===== src/rtl/operand_input_conditioner.sv =====
// Synchronises and debounces 8 toggle switches and 4 push buttons, then registers
// the (switch[3:0], buttons) operand pair for the downstream multiplier.
module operand_input_conditioner #(
  parameter int unsigned DEBOUNCE_CYCLES = 240000,
  parameter int unsigned CNT_W           = 18
) (
  input  logic       clock,
  input  logic       reset,
  input  logic [7:0] toggle_switch,
  input  logic [3:0] push_button,
  output logic [7:0] sw_clean,
  output logic [3:0] pb_clean,
  output logic [3:0] pb_press,
  output logic [3:0] pb_release,
  output logic [3:0] operand_a,
  output logic [3:0] operand_b,
  output logic       operand_valid
);

  localparam int NBits = 12;
  localparam logic [CNT_W-1:0] CntMax = CNT_W'(DEBOUNCE_CYCLES - 1);

  logic [NBits-1:0] raw;
  logic [NBits-1:0] s1_q, s2_q;
  logic [NBits-1:0] clean_q, clean_d;
  logic [CNT_W-1:0] cnt_q [NBits];
  logic [CNT_W-1:0] cnt_d [NBits];
  logic [3:0]       press_q, release_q;
  logic [3:0]       op_a_q, op_b_q;
  logic             valid_q;
  logic [7:0]       op_cur;

  // Buttons occupy the top nibble so pb_clean is clean_q[11:8].
  assign raw = {push_button, toggle_switch};

  always_comb begin
    clean_d = clean_q;
    for (int i = 0; i < NBits; i++) begin
      cnt_d[i] = '0;
      if (s2_q[i] != clean_q[i]) begin
        if (cnt_q[i] == CntMax) begin
          clean_d[i] = s2_q[i];
        end else begin
          cnt_d[i] = cnt_q[i] + CNT_W'(1);
        end
      end
    end
  end

  assign op_cur = {clean_q[11:8], clean_q[3:0]};

  always_ff @(posedge clock or posedge reset) begin
    if (reset) begin
      s1_q      <= '0;
      s2_q      <= '0;
      clean_q   <= '0;
      press_q   <= '0;
      release_q <= '0;
      op_a_q    <= '0;
      op_b_q    <= '0;
      valid_q   <= 1'b0;
      for (int i = 0; i < NBits; i++) begin
        cnt_q[i] <= '0;
      end
    end else begin
      s1_q      <= raw;
      s2_q      <= s1_q;
      clean_q   <= clean_d;
      // Pulses are registered alongside the clean update so they coincide with it.
      press_q   <= clean_d[11:8] & ~clean_q[11:8];
      release_q <= ~clean_d[11:8] & clean_q[11:8];
      for (int i = 0; i < NBits; i++) begin
        cnt_q[i] <= cnt_d[i];
      end
      if (op_cur != {op_b_q, op_a_q}) begin
        op_a_q  <= clean_q[3:0];
        op_b_q  <= clean_q[11:8];
        valid_q <= 1'b1;
      end else begin
        valid_q <= 1'b0;
      end
    end
  end

  assign sw_clean      = clean_q[7:0];
  assign pb_clean      = clean_q[11:8];
  assign pb_press      = press_q;
  assign pb_release    = release_q;
  assign operand_a     = op_a_q;
  assign operand_b     = op_b_q;
  assign operand_valid = valid_q;

endmodule


===== config.mk =====
export PLATFORM = sky130hd
export DESIGN_NAME = operand_input_conditioner
export DESIGN_NICKNAME = d
export VERILOG_FILES = /design/src/rtl/operand_input_conditioner.sv
export SDC_FILE = /design/constraint.sdc
export NUM_CORES = 1
export LEC_CHECK = 0
export CAP_MARGIN = 20
export CORE_MARGIN = 2
export CORE_UTILIZATION = 35
export DETAILED_ROUTE_END_ITERATION = 7
export GPL_TIMING_DRIVEN = 0
export PLACE_DENSITY = 0.6
export SYNTH_ARGS = -nofsm -noshare
export SYNTH_HDL_FRONTEND = slang
export SYNTH_SLANG_ARGS = --single-unit

===== constraint.sdc =====
create_clock -name clock -period 12.45 [get_ports clock]
set_clock_uncertainty 0.1 [all_clocks]
set_input_delay 2.49 -clock clock [delete_from_list [all_inputs] [get_ports clock]]
set_output_delay 2.49 -clock clock [all_outputs]
set_load 0.01 [all_outputs]

== After elaboration in Yosys (flattened, before gate mapping) ==
Cells that the tools add are included.

* Flip-flop bits (word level): 269
* Word-level logic and storage cells: 110
* Output and inout port bits: 29
* Input bits: 14

* Add/sub/neg operators: 12
* Mux-type cells: 33
* Reductions and logical operators: 8
* Bitwise gates (word level): 4
* Eq/ne operators: 25

{| class="wikitable"
|+ Operator list
! cell !! count
|-
| $mux W18 || 24
|-
| $add A18 B1 Y18 const B || 12
|-
| $eq A18 B18 Y1 const B || 12
|-
| $reduce_and A2 Y1 || 8
|-
| $ne A1 B1 Y1 || 12
|-
| $mux W1 || 9
|-
| $and A4 B4 Y4 || 2
|-
| $ne A8 B8 Y1 || 1
|-
| $not A4 Y4 || 2
|}

== Longest topological paths before layout ==
* Depth after elaboration: 5
* Depth in mapped cells: 7

== Worst setup path before layout ==
Ideal clock, no wire load.

* Kind: reg2out
* Start: register clean_q[9]
* End: output port pb_clean[1]
* Data required time: 9.860 ns
* Stages on the path, launching flop included: 1
* Arrival: 0.454 ns
* Buffers on the path: 0
* Setup slack: 9.406 ns
* Path through: dfrtp_1

{| class="wikitable"
|+ RTL lines
! what !! RTL line !! RTL
|-
| from (decl) || 25 || <nowiki>logic [NBits-1:0] clean_q, clean_d;</nowiki>
|-
| from (signal assigned) || 68 || <nowiki>clean_q <= clean_d;</nowiki>
|-
| to (decl) || 12 || <nowiki>output logic [3:0] pb_clean,</nowiki>
|}

No word-level cell between the ends.

== Final worst setup path ==
* Start: register clean_q[9]
* End: output port pb_clean[1]

No word-level cell between the ends.

==> run summary <==
Die Width: 193 um
Final #Nets: 1332
max-slew violations: 0
worst-margin pin slew: 0.760 ns
I/O pin count: 43
clock buffer depth: 3
crit-path cells: clkdlybuf4s50_1
Clk pin slew, worst setup/hold paths: 0.06 ns
synthesis-to-finish area growth: 16.9%
Seq cells post-synth: 269
maximum net fanout on the critical path: 7
die footprint: 37300 sq um
mapped cell area: 12500 sq um
first-pass GRT wire length: 40900 um
hold path startpoint: s1_q[4]
DR WL/cell: 13.3 um
Skew-Pair Late Insertion Delay: 0.56 ns
CTS tree: done
Fin Hold WS: 0.247 ns
leak pwr: 5.86 nW
clock buffer count from CTS: 31
CP peak stage delay: 0.61 ns
worst rel slew slack: 0.488
TritonRoute pass-1 iters: 4
htree depth: 1
initial antenna violation count: 0
Seq/Total Area, Yosys: 0.537
# diodes: 0
Worst Path Arrival: 1.71 ns
final total power: 1.88 mW
number of port buffers: 42
worst min path class: flip-flop to flip-flop
Syn Area/Cell: 10.2 sq um
gr ovfl total: 0
number of synthesized flops with an enable pin: 0
vias in the first global route: 8627
Final ANT Viol Nets: 0
Avg Vias per Cell: 4.98
Die H: 193 um
reg2reg setup slack: 9.82 ns
delay-heaviest family, CP: buffers and inverters
end of the worst hold path: s2_q[4]
RR Endpoint: cnt_q[135]
CTS hold repair buffers: 0
number of gates resized after CTS: 0
worst r2r src: cnt_q[126]
Tcrit/Tclk final: 0.346
Setup violations, final: 0
CP Capture Type: output port
fmax: 0.232 GHz
R2R cell count: 7
Synth Flop Type: dfrtp_1
Total GRT Usage: 0.129
detailed placement HPWL: 15800 um
root buf cell: clkbuf_16
Final Critical Period: 4.30 ns
vias: 8920
final wirelength: 23800 um
# rows: 69
max-cap viol count: 0
Worst Hold Depth: 0
Setup Fix Bufs, Post-CTS: 0
RSZ-0062 raised after global routing: false
element type at the critical path start: flip-flop
Setup CP Type: flip-flop to output port
largest net degree at the start of global routing: 118
Mapped Cells: 1229
Final Wtd Congestion: 0.770
Synthesized Nets: 1255
Slowest cell on crit path: clkdlybuf4s50_1
DRT iter0 DRCs: 526
Worst VDD drop: 110 uV
Synth cell types: 46
initial core utilization: 0.354
# clock sinks: 269
Hold Vio Cnt, Final: 0
critical path required time: 9.86 ns
Ys Warns: 0
layout cells sized above 1: 0.0722
core region area: 35400 sq um
post-synthesis async set-or-reset flop share: 1.00
# DRC: 0
status: finished clean
final core utilization: 0.414
WP buf/inv: 1
Power Dens Cells: 128 nW/um^2
per-stage QoR:
step | area [sq um] | setup TNS [ns] | instances | setup WS [ns]
final | 14700 | 0 | 1791 | 8.15
after global routing | 14700 | 0 | 1791 | 8.07
after CTS | 14700 | 0 | 1791 | 8.11
after detailed placement | 13600 | 0 | 1734 | 8.51
after global placement | 13500 | -297.90 | 1732 | -1.12
after floorplan | 12500 | 0 | 1229 | 2.45
cells by family after synthesis:
group / synth area share
multiplexers: 0.0111
adder cells (fa/ha/maj): 0.0120
buffers and inverters: 0.0206
flip-flops: 0.537
AO/OA/AOI/OAI: 0.0518
AND/OR/NAND/NOR: 0.250
XOR/XNOR: 0.117
cells in the mapped netlist (2+ instances only):
cell	instances	area [sq um]
o31ai_2	4	50.1
nand3b_1	5	37.5
o21ai_0	24	120
nor2_1	187	702
dfrtp_1	269	6730
o31ai_1	16	120
nor4b_1	3	26.3
mux2_2	11	124
and2_1	9	56.3
inv_1	32	120
or4_1	28	210
xnor2_1	87	762
xor2_1	81	709
and3_1	19	119
nand3_1	85	425
o21a_1	2	15.0
nand4_1	57	357
nor3_1	24	120
a21oi_1	42	210
and4_1	16	140
buf_2	5	25.0
nor4_1	30	188
or2_2	4	25.0
nand2b_1	4	25.0
nand2_1	70	263
nor3b_1	10	75.1
ha_1	12	150
o21ba_2	2	20.0
o21bai_1	2	15.0
a31o_2	5	43.8
or3_1	35	219
clkbuf_1	29	109
nand4bb_1	6	67.6
nor2b_1	2	12.5
worst max-delay path by stage:
stage,startpoint,end,cells after the start
after CTS,clean_q[9],pb_clean[1],1
after global routing,clean_q[9],pb_clean[1],1
after floorplan,reset,clean_q[0],1
final,clean_q[9],pb_clean[1],1
after global placement,reset,s1_q[9],2
after detailed placement,reset,s1_q[7],3
where the power goes:
group	total (mW)	switching, mW	internal, mW
Combinational	0.0576	0.0388	0.0188
Sequential	0.901	0.0125	0.888
Clock	0.919	0.367	0.553
Total	1.88	0.418	1.46
state kept, by name (all words and copies together) (netlist names):
register and count:
s1_q 12, cnt_q 216, operand_valid 1, operand_a 4
clean_q 12, s2_q 12, pb_press 4, pb_release 4
operand_b 4
final cells by class:
type                       count  area (sq um)
fill                        3438         20700
timing repair buffer          44           475
buffer                        35           138
sequential                   269          6730
clock inverter                15           156
inverter                      32           128
clock buffer                  42           907
multi-input combinational    893          5540
tap                          461           577
cells in the final DEF (no fill, tap or decap), types with 30 or more instances in the layout:
cell type,n
clkbuf_1,31
xnor2_1,87
nor2_1,187
xor2_1,81
inv_1,31
clkbuf_16,31
clkdlybuf4s50_1,42
or3_1,35
nand3_1,85
dfrtp_1,269
nand4_1,57
nand2_1,70
nor4_1,30
a21oi_1,42
routing by layer:
layer | track usage | vias to the layer above | routed length (um)
met5 | 0 | - | 0
met4 | 0.0309 | 0 | 365
met3 | 0.0230 | 32 | 803
met2 | 0.213 | 90 | 11100
met1 | 0.177 | 4311 | 11500
li1 | - | 4487 | -
Power figures use the tool's default switching activity.
